<file path="config.mk">
export PLATFORM = sky130hd
export DESIGN_NAME = mux8_rr_arbiter_flat
export DESIGN_NICKNAME = d
export VERILOG_FILES = /design/src/rtl/mux8_rr_arbiter_pkg.sv /design/src/rtl/mux8_rr_arbiter_if.sv /design/src/rtl/mux8_rr_arbiter_rr_pick8.sv /design/src/rtl/mux8_rr_arbiter.sv /design/src/flat_wrapper.sv
export SDC_FILE = /design/constraint.sdc
export NUM_CORES = 1
export LEC_CHECK = 0
export ABC_AREA = 1
export BUFFER_PORTS_ARGS = -buffer_cell sky130_fd_sc_hd__buf_2
export CORE_AREA = 2 2 56 58
export DETAILED_ROUTE_END_ITERATION = 6
export DIE_AREA = 0 0 58 60
export GPL_TIMING_DRIVEN = 0
export PLACE_DENSITY = 0.82
export SLEW_MARGIN = 10
export SYNTH_ARGS = -nofsm -noshare
export SYNTH_HDL_FRONTEND = slang
export SYNTH_HIERARCHICAL = 1
export SYNTH_SLANG_ARGS = --single-unit
</file>
<file path="constraint.sdc">
create_clock -name clk -period 6.74 [get_ports clk]
set_input_delay 1.011 -clock clk [delete_from_list [all_inputs] [get_ports clk]]
set_output_delay 1.011 -clock clk [all_outputs]
set_load 0.01 [all_outputs]
</file>
<file path="src/rtl/mux8_rr_arbiter_pkg.sv">
// Shared types and sizes for the 8-way round-robin mux arbiter.
package mux8_arb_pkg;

    localparam int ARB_N     = 8;
    localparam int ARB_IDX_W = 3;

    typedef enum logic {
        IDLE,
        OWNED
    } arb_state_e;

    function automatic logic [ARB_N-1:0] onehot(
        input logic [ARB_IDX_W-1:0] idx
    );
        return ARB_N'(1) << idx;
    endfunction

endpackage

</file>
<file path="src/rtl/mux8_rr_arbiter_if.sv">
// Request/grant bundle between requesting units (master)
// and the arbiter (slave).
interface mux8_rr_arbiter_if;
    import mux8_arb_pkg::*;

    logic [ARB_N-1:0]     req;
    logic [ARB_N-1:0]     done;
    logic [ARB_N-1:0]     grant;
    logic [ARB_IDX_W-1:0] sel;
    logic                 busy;
    logic                 timeout;

    modport master (
        output req, done,
        input  grant, sel, busy, timeout
    );

    modport slave (
        input  req, done,
        output grant, sel, busy, timeout
    );

endinterface

</file>
<file path="src/rtl/mux8_rr_arbiter_rr_pick8.sv">
// Rotate-priority picker: first set bit of req at or after
// start, wrapping 7 -> 0.
module rr_pick8
    import mux8_arb_pkg::*;
(
    input  logic [ARB_N-1:0]     req,
    input  logic [ARB_IDX_W-1:0] start,
    output logic                 found,
    output logic [ARB_IDX_W-1:0] idx
);

    always_comb begin
        logic [ARB_IDX_W-1:0] j;
        found = 1'b0;
        idx   = start;
        j     = start;
        for (int i = 0; i < ARB_N; i++) begin
            j = start + ARB_IDX_W'(i);
            if (!found && req[j]) begin
                found = 1'b1;
                idx   = j;
            end
        end
    end

endmodule

</file>
<file path="src/rtl/mux8_rr_arbiter.sv">
// Round-robin owner arbiter driving the shared 8:1 mux select.
// Define MUX8_ARB_TIMEOUT_EN to enable forced release after MAX_HOLD cycles.
module mux8_rr_arbiter
    import mux8_arb_pkg::*;
#(
    parameter int MAX_HOLD = 15
) (
    input  logic               clk,
    input  logic               reset,
    mux8_rr_arbiter_if.slave   bus
);

    if (MAX_HOLD < 1) begin : g_bad_hold
        $error("MAX_HOLD must be at least 1");
    end

    arb_state_e           state, state_n;
    logic [ARB_N-1:0]     grant_q, grant_n;
    logic [ARB_IDX_W-1:0] sel_q, sel_n;
    logic [ARB_IDX_W-1:0] last_q, last_n;
    logic [ARB_IDX_W-1:0] start;
    logic [ARB_N-1:0]     pick_req;
    logic                 pick_found;
    logic [ARB_IDX_W-1:0] pick_idx;
    logic                 owned;
    logic                 norm_rel;
    logic                 force_rel;
    logic                 release_now;
    logic                 load;

    assign owned    = (state == OWNED);
    assign norm_rel = owned &&
                      (bus.done[sel_q] || !bus.req[sel_q]);
    assign release_now = norm_rel || force_rel;
    // The releasing owner is masked so it drops to lowest priority.
    assign pick_req = owned ? (bus.req & ~grant_q) : bus.req;
    assign start    = last_q + ARB_IDX_W'(1);

    rr_pick8 u_pick (
        .req   (pick_req),
        .start (start),
        .found (pick_found),
        .idx   (pick_idx)
    );

`ifdef MUX8_ARB_TIMEOUT_EN
    localparam int CW = $clog2(MAX_HOLD + 1);

    logic [CW-1:0] cnt_q, cnt_n;
    logic          timeout_q;

    // Fires on the last permitted owned cycle.
    assign force_rel = owned && !norm_rel &&
                       (cnt_q == CW'(MAX_HOLD - 1));

    always_comb begin
        cnt_n = cnt_q;
        if (load) begin
            cnt_n = '0;
        end else if (owned && !release_now &&
                     cnt_q != CW'(MAX_HOLD)) begin
            cnt_n = cnt_q + CW'(1);
        end
    end

    always_ff @(posedge clk) begin
        if (reset) begin
            cnt_q     <= '0;
            timeout_q <= 1'b0;
        end else begin
            cnt_q     <= cnt_n;
            timeout_q <= force_rel;
        end
    end
`else
    assign force_rel = 1'b0;
`endif

    always_ff @(posedge clk) begin
        if (reset) begin
            state   <= IDLE;
            grant_q <= '0;
            sel_q   <= '0;
            last_q  <= ARB_IDX_W'(ARB_N - 1);
        end else begin
            state   <= state_n;
            grant_q <= grant_n;
            sel_q   <= sel_n;
            last_q  <= last_n;
        end
    end

    always_comb begin
        state_n = state;
        grant_n = grant_q;
        sel_n   = sel_q;
        last_n  = last_q;
        load    = 1'b0;
        unique case (state)
            IDLE: begin
                if (pick_found) load = 1'b1;
            end
            OWNED: begin
                if (release_now) begin
                    if (pick_found) begin
                        load = 1'b1;
                    end else begin
                        state_n = IDLE;
                        grant_n = '0;
                    end
                end
            end
        endcase
        if (load) begin
            state_n = OWNED;
            grant_n = onehot(pick_idx);
            sel_n   = pick_idx;
            last_n  = pick_idx;
        end
    end

    always_comb begin
        bus.grant = grant_q;
        bus.sel   = sel_q;
        bus.busy  = |grant_q;
`ifdef MUX8_ARB_TIMEOUT_EN
        bus.timeout = timeout_q;
`else
        bus.timeout = 1'b0;
`endif
    end

endmodule

</file>
<file path="src/flat_wrapper.sv">
// flat-port wrapper written by rule: the top's interface ports become plain ports
module mux8_rr_arbiter_flat import mux8_arb_pkg::*;
#(
    parameter int MAX_HOLD = 15
)
  (clk, reset, bus_req, bus_done, bus_grant, bus_sel, bus_busy, bus_timeout);
  mux8_rr_arbiter_if bus_i ();
  input  logic clk;
  input  logic reset;
  input wire logic [$bits(bus_i.req)-1:0] bus_req;
  input wire logic [$bits(bus_i.done)-1:0] bus_done;
  output wire logic [$bits(bus_i.grant)-1:0] bus_grant;
  output wire logic [$bits(bus_i.sel)-1:0] bus_sel;
  output wire logic [$bits(bus_i.busy)-1:0] bus_busy;
  output wire logic [$bits(bus_i.timeout)-1:0] bus_timeout;
  assign bus_i.req = bus_req;
  assign bus_i.done = bus_done;
  assign bus_grant = bus_i.grant;
  assign bus_sel = bus_i.sel;
  assign bus_busy = bus_i.busy;
  assign bus_timeout = bus_i.timeout;
  mux8_rr_arbiter #(.MAX_HOLD(MAX_HOLD)) u_core (.clk(clk), .reset(reset), .bus(bus_i));
endmodule
</file>
; Word level (Yosys, flattened, before mapping)
; Cells that the tools add are included.
[word_totals]
regBits = 15
out_inout_bits = 13
word_cells = 93
[classes]
n_addsub = 8
order_cmp = 9
eq_ne = 1
n_shift = 1
mux = 46
bitwise = 3
reduce_logical = 21
[op_table]
columns = op, n
row1 = 2-to-1 mux 8 bit, 5
row2 = < comparator 3 x 4 -> 1 bit (second input constant), 9
row3 = binary-select mux 1 bit (select 3 bit), 10
row4 = 2-to-1 mux 1 bit, 23
row5 = 2-to-1 mux 3 bit, 7
row6 = adder 3 bit (second input constant), 4
row7 = bitwise AND 8 bit, 1
row8 = logical AND 1 bit, 8
row9 = zero test 1 bit, 8
row10 = inverter 8 bit, 1
row11 = OR reduction 8 bit, 1
row12 = << shifter 1 x 3 -> 8 bit (first input constant), 1
row13 = adder 3 x 1 -> 3 bit (second input constant), 2
row14 = adder 3 x 2 -> 3 bit (second input constant), 2
row15 = nonzero test 2 bit, 2
row16 = AND reduction 3 bit, 1
row17 = inequality test 2 bit (second input constant), 1
row18 = case mux 1 bit (2 select lines), 1
row19 = logical OR 1 bit, 1
row20 = inverter 1 bit, 1

; Longest topological paths before layout
; Gate-level depths: netlist (run 1).
[logic_depth]
ltp_word = 32
ltp_mapped = 23

; By module
; The synthesis (run 1) kept the hierarchy.
[by_module_without_submodules]
columns = module, instances, cells_each, area_per_inst_um2, seq_area_each_um2
row1 = mux8_rr_arbiter, 1, 123, 877.1, 300.3
row2 = rr_pick8, 1, 140, 770.7, 0.0

; Worst setup path after synthesis (run 1)
; OpenSTA, ideal clock, no wires.
[synth_path]
path_kind = reg2reg
start = reg u_core.last_q[0]
end = reg u_core.grant_q[5] (netlist: u_core/bus.grant[5])
arrival_ns = 2.765
required_ns = 6.669
path_slack_ns = 3.904
stages_incl_launch_ff = 22
path_buffers = 1
cell_sequence = dfxtp_1 > ha_1 > buf_2 > inv_2 > ha_1 > inv_2 > nand3_1 > nand3_2 > nand2_4 > nor2_8 > nand4_4 > nor2_4 > nand2_2 > nand2_1 > inv_1 > nand2_1 > nand3_1 > nand2_1 > inv_1 > nor2_1 > nand3_1 > a21oi_1
[synth_lines]
columns = element, line
row1 = "start, declared", mux8_rr_arbiter.sv:20  ; logic [ARB_IDX_W-1:0] last_q, last_n;
row2 = "start signal, assigned", mux8_rr_arbiter.sv:84  ; last_q <= ARB_IDX_W'(ARB_N - 1);
row3 = "start signal, assigned", mux8_rr_arbiter.sv:89  ; last_q <= last_n;
row4 = adder 3 x 1 -> 3 bit *, mux8_rr_arbiter.sv:37  ; assign start = last_q + ARB_IDX_W'(1);
row5 = named net u_core.start[1], mux8_rr_arbiter.sv:21  ; logic [ARB_IDX_W-1:0] start;
row6 = branches (longest 23 deep; another with adder 3 x 1 -> 3 bit), --
row7 = 2-to-1 mux 3 bit *, mux8_rr_arbiter_rr_pick8.sv:19  ; if (!found && req[j]) begin
row8 = named net u_core.pick_idx[2], mux8_rr_arbiter.sv:24  ; logic [ARB_IDX_W-1:0] pick_idx;
row9 = << shifter 1 x 3 -> 8 bit *, mux8_rr_arbiter_pkg.sv:15  ; return ARB_N'(1) << idx;
row10 = 2-to-1 mux 8 bit *, mux8_rr_arbiter.sv:114  ; if (load) begin
row11 = "end signal, assigned", mux8_rr_arbiter.sv:87  ; grant_q <= grant_n;
row12 = "end, declared", mux8_rr_arbiter.sv:18  ; logic [ARB_N-1:0] grant_q, grant_n;
; Mark *: on every way through the listed nets, which the timed path passes. The select of a mux whose other input is x is not followed.
; A chain may end at the register's enable or synchronous reset.

; Worst setup path after layout (run 1)
; Ends and elaborated chain as after synthesis.

==> reports/qor.tcl, run 1 <==
set qor(run_status) {finished, final reports clean}
set qor(cp_data_arrival_time_ps) 3550
set qor(end_kind) {flop}
set qor(finalWirelength_mm) 4.05
set qor(syn-cell-area_um2) 1650
set qor(initial_standard_cell_utilization_of_the_core) 0.568
set qor(numClockSinks) 15
set qor(yosys_warnings) 6
set qor(antenna_found_initial) 0
set qor(routed_wire_length_per_instance_um) 12.3
set qor(die_area_um2) 3480
set qor(crit_type) {flop to flop}
set qor(min_path_type) {flop to flop}
set qor(drtAntennaViolNets) 0
set qor(rsz_0062_raised_after_global_routing) {false}
set qor(cts_hold_buffers) 0
set qor(worst_slew_pin_slew_ps) 581
set qor(place.gp.congestion) 0.870
set qor(tns_ps) 0
set qor(placement_rows) 20
set qor(postCtsSetupRepairBufs) 0
set qor(grt_max_degree) 11
set qor(dp.cells) 325
set qor(syn_nets) 284
set qor(grt_overflow) 0
set qor(path_buf_inv) 5
set qor(timing.max_cap.violations) 0
set qor(final_net_count) 318
set qor(gr-usage-met3) 0.0195
set qor(globalRouteMet2Util) 0.440
set qor(clockBufferDepth) 2
set qor(routed-via-count) 1779
set qor(postSynthCellCount) 263
set qor(core_region_area_um2) 2900
set qor(post_drt_via_cell_ratio) 5.41
set qor(layout-drive-gt1-share) 0.250
set qor(top_level_i_o_count) 31
set qor(tritoncts) {yes}
set qor(wire_length_of_the_first_global_routing_pass_mm) 6.49
set qor(drtIter0Drc) 81
set qor(antennaDiodeCount) 0
set qor(drc) 0
set qor(grt.met1_usage) 0.282
set qor(avgSynthCellArea_um2) 6.27
set qor(final_non_filler_cell_total) 329
set qor(finClkSkew_ps) 1.79
set qor(ys_seq_elements) 15
set qor(setup_viol_count_final) 0
set qor(worst_path_max_delay_cell) {sky130_fd_sc_hd__ha_1}
set qor(total_of_fill_cells_in_the_finished_design) 280
set qor(critical-path-max-stage-delay_ps) 390
set qor(cp-start-kind) {flop}
set qor(max_freq_mhz) 300
set qor(gr-usage-all-layers) 0.239
set qor(cts_inserted_buffers) 3
set qor(synthToLayoutAreaGrowth_pct) 12.9
set qor(max-slew-margin-rel) 0.610
set qor(ordered_list_of_cells_on_the_worst_path) {ha_1 -> buf_2 -> inv_2 -> ha_1 -> inv_2 -> nand3_1 -> nand3_2 -> nand2_4 -> nor2_8 -> nand4_4 -> nor2_4 -> nand2_2 -> nand2_1 -> inv_1 -> nand2_1 -> nand3_1 -> nand2_1 -> inv_1 -> nor2_1 -> nand3_1 -> a21oi_1}
set qor(finalHoldViolCount) 0
set qor(hpwl_detailed_mm) 3.32
set qor(critical_path_peak_fanout) 8
set qor(crit_family) {simple AND/OR/NAND/NOR gates}
set qor(die-width_um) 58
set qor(port_buffers) 29
set qor(clk_latency_ps) 280
set qor(root_buffer) {sky130_fd_sc_hd__clkbuf_4}
set qor(busiest_grt_layer) {met2}
set qor(synth_largest_area_cell) {sky130_fd_sc_hd__dfxtp_1}
set qor(grt_pass1_vias) 1550
set qor(slew_violations) 0
set qor(worst_setup_hold_path_clk_slew_ps) 90
set qor(final_period_minus_worst_setup_slack_ps) 3340
set qor(clock_tree.htree_level_count) 1
set qor(worst_ep_required_time_ps) 6950
set qor(yosysUniqueCellTypes) 38
set qor(synth_sequential_area_ratio) 0.182
set qor(postCtsResizedCells) 0
set qor(synth.top_cells.by_area) {sky130_fd_sc_hd__dfxtp_1 18%, sky130_fd_sc_hd__nand3_1 18%, sky130_fd_sc_hd__nand2_1 15%}
set qor(drt-pass1-iter-count) 4
set qor(final.period_utilization) 0.495
set qor(synthDominantCellAreaShare) 0.182
set qor(die_height_um) 60
## state kept, by name (all words and copies together), names as in the netlist
name	cells
u_core/bus.grant	8
u_core/owned	1
u_core/bus.sel	3
u_core/last_q	3
## metal layers
metal / wire length (um) / vias up
met3: 212 / 10
met1: 1780 / 781
met5: 0 / -
met4: 87 / 0
met2: 1970 / 57
li1: - / 931
## layout by cell type, fill, tap and decap left out, types with 4 or more instances in the layout
cell type	instances
sky130_fd_sc_hd__a21boi_0	8
sky130_fd_sc_hd__a21oi_1	11
sky130_fd_sc_hd__buf_2	32
sky130_fd_sc_hd__dfxtp_1	15
sky130_fd_sc_hd__inv_1	23
sky130_fd_sc_hd__inv_2	7
sky130_fd_sc_hd__nand2_1	68
sky130_fd_sc_hd__nand2_2	4
sky130_fd_sc_hd__nand3_1	59
sky130_fd_sc_hd__nand3_2	8
sky130_fd_sc_hd__nor2_1	14
sky130_fd_sc_hd__o21ai_1	4
## area by class of cell
type / count / area, um^2 / share of cell area
clock buffer: 4 / 26.3 / 0.0141
buffer: 10 / 71.3 / 0.0383
sequential: 15 / 300 / 0.161
multi-input combinational: 208 / 1160 / 0.625
inverter: 30 / 113 / 0.0605
timing repair buffer: 29 / 145 / 0.0780
tap: 33 / 41.3 / 0.0222
## kinds of logic after synthesis
group,Yosys count,share of synthesized area
simple gates,165,0.505
buf+inv,40,0.112
compound gates,32,0.125
flops,15,0.182
xor+xnor,7,0.0509
fa+ha+maj,3,0.0228
other cells,1,0.00228
## metrics by stage
stage | setup slack (ps) | util | hold WS (ps) | cell area [um^2]
finish | 3400 | 0.641 | 477 | 1860
global route | 3080 | 0.641 | 529 | 1860
global placement | 3420 | 0.632 | 465 | 1830
CTS | 3440 | 0.641 | 482 | 1860
floorplan | 3900 | - | 433 | 1650
detailed placement | 3420 | 0.632 | 460 | 1830
## worst min-delay path, cell delays in order (launching register included)
cell                      delay, ps
sky130_fd_sc_hd__dfxtp_1        340
sky130_fd_sc_hd__nand2_1         60
sky130_fd_sc_hd__nand3_1         50
## worst paths after layout
check | startpoint | endpoint | slack [ps] | cells after the start
setup / recovery | u_core/last_q[0] | u_core/bus.grant[5] | 3400 | 21
hold / removal | u_core/last_q[1] | u_core/last_q[1] | 480 | 2
setup reg to reg | u_core/last_q[0] | u_core/bus.grant[5] | 3400 | 21
hold reg to reg | u_core/last_q[1] | u_core/last_q[1] | 480 | 2
## cell usage after synthesis, drive strengths merged
| cell type | number |
|---|---|
| xnor2 | 3 |
| a21oi | 12 |
| xor2 | 4 |
| conb | 1 |
| nand2 | 74 |
| clkbuf | 1 |
| a21boi | 8 |
| nand4 | 1 |
| o211ai | 2 |
| o21ai | 7 |
| o21bai | 1 |
| or2 | 1 |
| nand3b | 1 |
| buf | 9 |
| ha | 3 |
| inv | 30 |
| nor3 | 1 |
| a31oi | 1 |
| dfxtp | 15 |
| nor2 | 18 |
| nor4 | 2 |
| o21a | 1 |
| nand3 | 67 |
Power of run 1 is left out: the tool's default activity adds up to more than one toggle a clock period on the data nets, which glitch-free logic cannot reach.
==> run 2: changes to the inputs <==
--- a/config.mk
+++ b/config.mk
@@ -7,11 +7,11 @@
 export LEC_CHECK = 0
 export ABC_AREA = 1
 export BUFFER_PORTS_ARGS = -buffer_cell sky130_fd_sc_hd__buf_2
-export CORE_AREA = 2 2 56 58
+export CORE_AREA = 2 2 61 63
 export DETAILED_ROUTE_END_ITERATION = 6
-export DIE_AREA = 0 0 58 60
+export DIE_AREA = 0 0 63 65
 export GPL_TIMING_DRIVEN = 0
-export PLACE_DENSITY = 0.82
+export PLACE_DENSITY = 0.74
 export SLEW_MARGIN = 10
 export SYNTH_ARGS = -nofsm -noshare
 export SYNTH_HDL_FRONTEND = slang
==> constraint.sdc (replaced) <==
create_clock -name clk -period 2.75 [get_ports clk]
set_input_delay 0.4125 -clock clk [delete_from_list [all_inputs] [get_ports clk]]
set_output_delay 0.4125 -clock clk [all_outputs]
set_load 0.01 [all_outputs]
==> run 2 against run 1 <==
Compared with the run above:
- the flow now finishes with violations (setup timing)
- critical path depth up 2
- die area up 18%
- final cell count up 10%
- critical path type unchanged
- highest routed layer unchanged
- sequential cell count unchanged
==> reports/qor.tcl, run 2 (synthesis gave the netlist of run 1 again) <==
set qor(timing.max_cap.violations) 0 ;# unchanged
set qor(clockBufferDepth) 2 ;# unchanged
set qor(port_buffers) 29 ;# unchanged
set qor(initial_standard_cell_utilization_of_the_core) 0.471 ;# was 0.568
set qor(crit_type) {flop to flop} ;# unchanged
set qor(finalHoldViolCount) 0 ;# unchanged
set qor(routed_wire_length_per_instance_um) 12.9 ;# was 12.3 um
set qor(run_status) {complete, but fails checks} ;# was finished, final reports clean
set qor(clk_latency_ps) 280 ;# about the same
set qor(max_reg_flops) 8 ;# unchanged
set qor(top_level_i_o_count) 31 ;# unchanged
set qor(grt_overflow) 0 ;# unchanged
set qor(cts_hold_buffers) 0 ;# unchanged
set qor(drc) 0 ;# unchanged
set qor(layout_common_cells) {60 x sky130_fd_sc_hd__nand2_1, 49 x sky130_fd_sc_hd__nand3_1, 30 x sky130_fd_sc_hd__buf_2, 20 x sky130_fd_sc_hd__buf_4, 18 x sky130_fd_sc_hd__inv_1} ;# was 68 x sky130_fd_sc_hd__nand2_1, 59 x sky130_fd_sc_hd__nand3_1, 32 x sky130_fd_sc_hd__buf_2, 23 x sky130_fd_sc_hd__inv_1, 15 x sky130_fd_sc_hd__dfxtp_1
set qor(layout-drive-gt1-share) 0.414 ;# was 0.250
set qor(layout.cells.most_common) {sky130_fd_sc_hd__nand2_1} ;# unchanged
set qor(antennaDiodeCount) 0 ;# unchanged
set qor(worst_ep_required_time_ps) 2900 ;# was 6950 ps
set qor(final_net_count) 336 ;# was 318
set qor(numClockSinks) 15 ;# unchanged
set qor(worst_slew_pin_slew_ps) 550 ;# was 581 ps
set qor(reg2reg_setup_slack_ps) -60 ;# was 3400 ps
set qor(min_path_type) {primary input to flop} ;# was flop to flop
set qor(final_util) 0.650 ;# was 0.641
set qor(drt-pass1-iter-count) 5 ;# was 4
set qor(place.gp.congestion) 0.859 ;# was 0.870
set qor(hpwl_detailed_mm) 3.32 ;# about the same
set qor(clock_tree.htree_level_count) 1 ;# unchanged
set qor(grt_max_degree) 11 ;# unchanged
set qor(die_area_um2) 4100 ;# was 3480 um^2
set qor(routed-via-count) 1932 ;# was 1,779
set qor(die-width_um) 63 ;# was 58 um
set qor(antenna_found_initial) 0 ;# unchanged
set qor(worst_setup_hold_path_clk_slew_ps) 90 ;# about the same
set qor(final_period_minus_worst_setup_slack_ps) 2810 ;# was 3340 ps
set qor(setup_viol_count_final) 9 ;# was 0
set qor(placement_rows) 22 ;# was 20
set qor(finalWirelength_mm) 4.67 ;# was 4.05 mm
set qor(post_drt_via_cell_ratio) 5.34 ;# was 5.41
set qor(gr-usage-met3) 0.0104 ;# was 0.0195
set qor(cts_inserted_buffers) 3 ;# unchanged
set qor(cp-start-kind) {flop} ;# unchanged
set qor(cp_data_arrival_time_ps) 2950 ;# was 3550 ps
set qor(core_region_area_um2) 3500 ;# was 2900 um^2
set qor(hold_start) {reset} ;# was u_core/last_q[1]
set qor(worst_slack_ps) -57.2 ;# was 3400 ps
set qor(grt_pass1_vias) 1636 ;# was 1,550
set qor(reg2reg_from) {u_core/last_q[1]} ;# was u_core/last_q[0]
set qor(final.period_utilization) 1.02 ;# was 0.495
set qor(critical_path_peak_fanout) 6 ;# was 8
set qor(drtIter0Drc) 96 ;# was 81
set qor(max_freq_mhz) 356 ;# was 300 MHz
set qor(rsz_0062_raised_after_global_routing) {true} ;# was false
set qor(max-slew-margin-rel) 0.634 ;# was 0.610
set qor(tritoncts) {yes} ;# unchanged
set qor(slew_violations) 0 ;# unchanged
set qor(die_height_um) 65 ;# was 60 um
set qor(failed_checks) {setup timing}
set qor(gr-usage-all-layers) 0.216 ;# was 0.239
set qor(startpoint) {u_core/last_q[1]} ;# was u_core/last_q[0]
set qor(end_kind) {flop} ;# unchanged
set qor(finClkSkew_ps) 5.36 ;# was 1.79 ps
set qor(root_buffer) {sky130_fd_sc_hd__clkbuf_4} ;# unchanged
set qor(globalRouteMet2Util) 0.412 ;# was 0.440
set qor(wire_length_of_the_first_global_routing_pass_mm) 7.22 ;# was 6.49 mm
set qor(busiest_grt_layer) {met2} ;# unchanged
set qor(drtAntennaViolNets) 0 ;# unchanged
set qor(grt.met1_usage) 0.263 ;# was 0.282
set qor(synthToLayoutAreaGrowth_pct) 37.9 ;# was 12.9%
-- run 2: changes by cell type in the layout (fill, tap and decap cells not counted), sizes merged --
cell	delta
buf	+18
-- run 2: per-layer routing --
layer | up-vias | share of wire
li1 | 967 | -
met1 | 899 | 0.42
met2 | 56 | 0.52
met3 | 10 | 0.041
met4 | 0 | 0.018
met5 | - | 0
-- run 2: critical path, stage by stage, from the launching register on --
cell	delay, ps
sky130_fd_sc_hd__dfxtp_2	350
sky130_fd_sc_hd__ha_4	270
sky130_fd_sc_hd__buf_6	110
sky130_fd_sc_hd__inv_8	30
sky130_fd_sc_hd__ha_4	260
sky130_fd_sc_hd__inv_6	100
sky130_fd_sc_hd__nand3_4	90
sky130_fd_sc_hd__nand3_4	100
sky130_fd_sc_hd__nand2_4	70
sky130_fd_sc_hd__nor2_8	130
sky130_fd_sc_hd__nand4_4	110
sky130_fd_sc_hd__nor2_4	170
sky130_fd_sc_hd__nand2_2	100
sky130_fd_sc_hd__buf_6	140
sky130_fd_sc_hd__o21ai_2	50
sky130_fd_sc_hd__inv_2	30
sky130_fd_sc_hd__nand2_1	60
sky130_fd_sc_hd__nand2_1	70
sky130_fd_sc_hd__nand2_2	130
sky130_fd_sc_hd__inv_2	70
sky130_fd_sc_hd__nand2_2	70
sky130_fd_sc_hd__nor2_1	40
sky130_fd_sc_hd__nand3_1	70
sky130_fd_sc_hd__a21oi_1	60
-- run 2: path summary, 6_finish.rpt --
| path | cells past startpoint | to |
|---|---|---|
| worst max-delay path | 23 | u_core/bus.grant[0] |
| worst min-delay path | 2 | u_core/bus.sel[2] |
| worst max register to register | 23 | u_core/bus.grant[0] |
| worst min register to register | 2 | u_core/last_q[1] |
-- run 2: through the flow --
step / instances / hold WS, ps / cell area (um^2) / worst slack (ps) / TNS, ps
final: 362 / 332 / 2270 / -57.2 / -411
after global routing: 362 / 326 / 2270 / -218 / -1740
after CTS: 355 / 323 / 2090 / -18.2 / -35.4
after detailed placement: 340 / 464 / 1870 / -346 / -3580
after global placement: 340 / 463 / 1870 / -346 / -3470
after floorplan: 263 / 433 / 1660 / 49.9 / 0
-- run 2: cell type report --
class | count | area, um^2
Clock buffer | 4 | 26.3
Fill cell | 318 | 1220
Buffer | 9 | 76.3
Inverter | 30 | 128
Sequential cell | 15 | 303
Tap cell | 48 | 60.1
Timing Repair Buffer | 48 | 295
Multi-Input combinational cell | 208 | 1380
-- run 2: repair_timing --
action                     in CTS  in global routing
pin swaps                      17                 28
resized for setup              25                 38
setup buffers                  12                  7
setup endpoints to repair      14                 14
Power of run 2 is left out for the same reason.
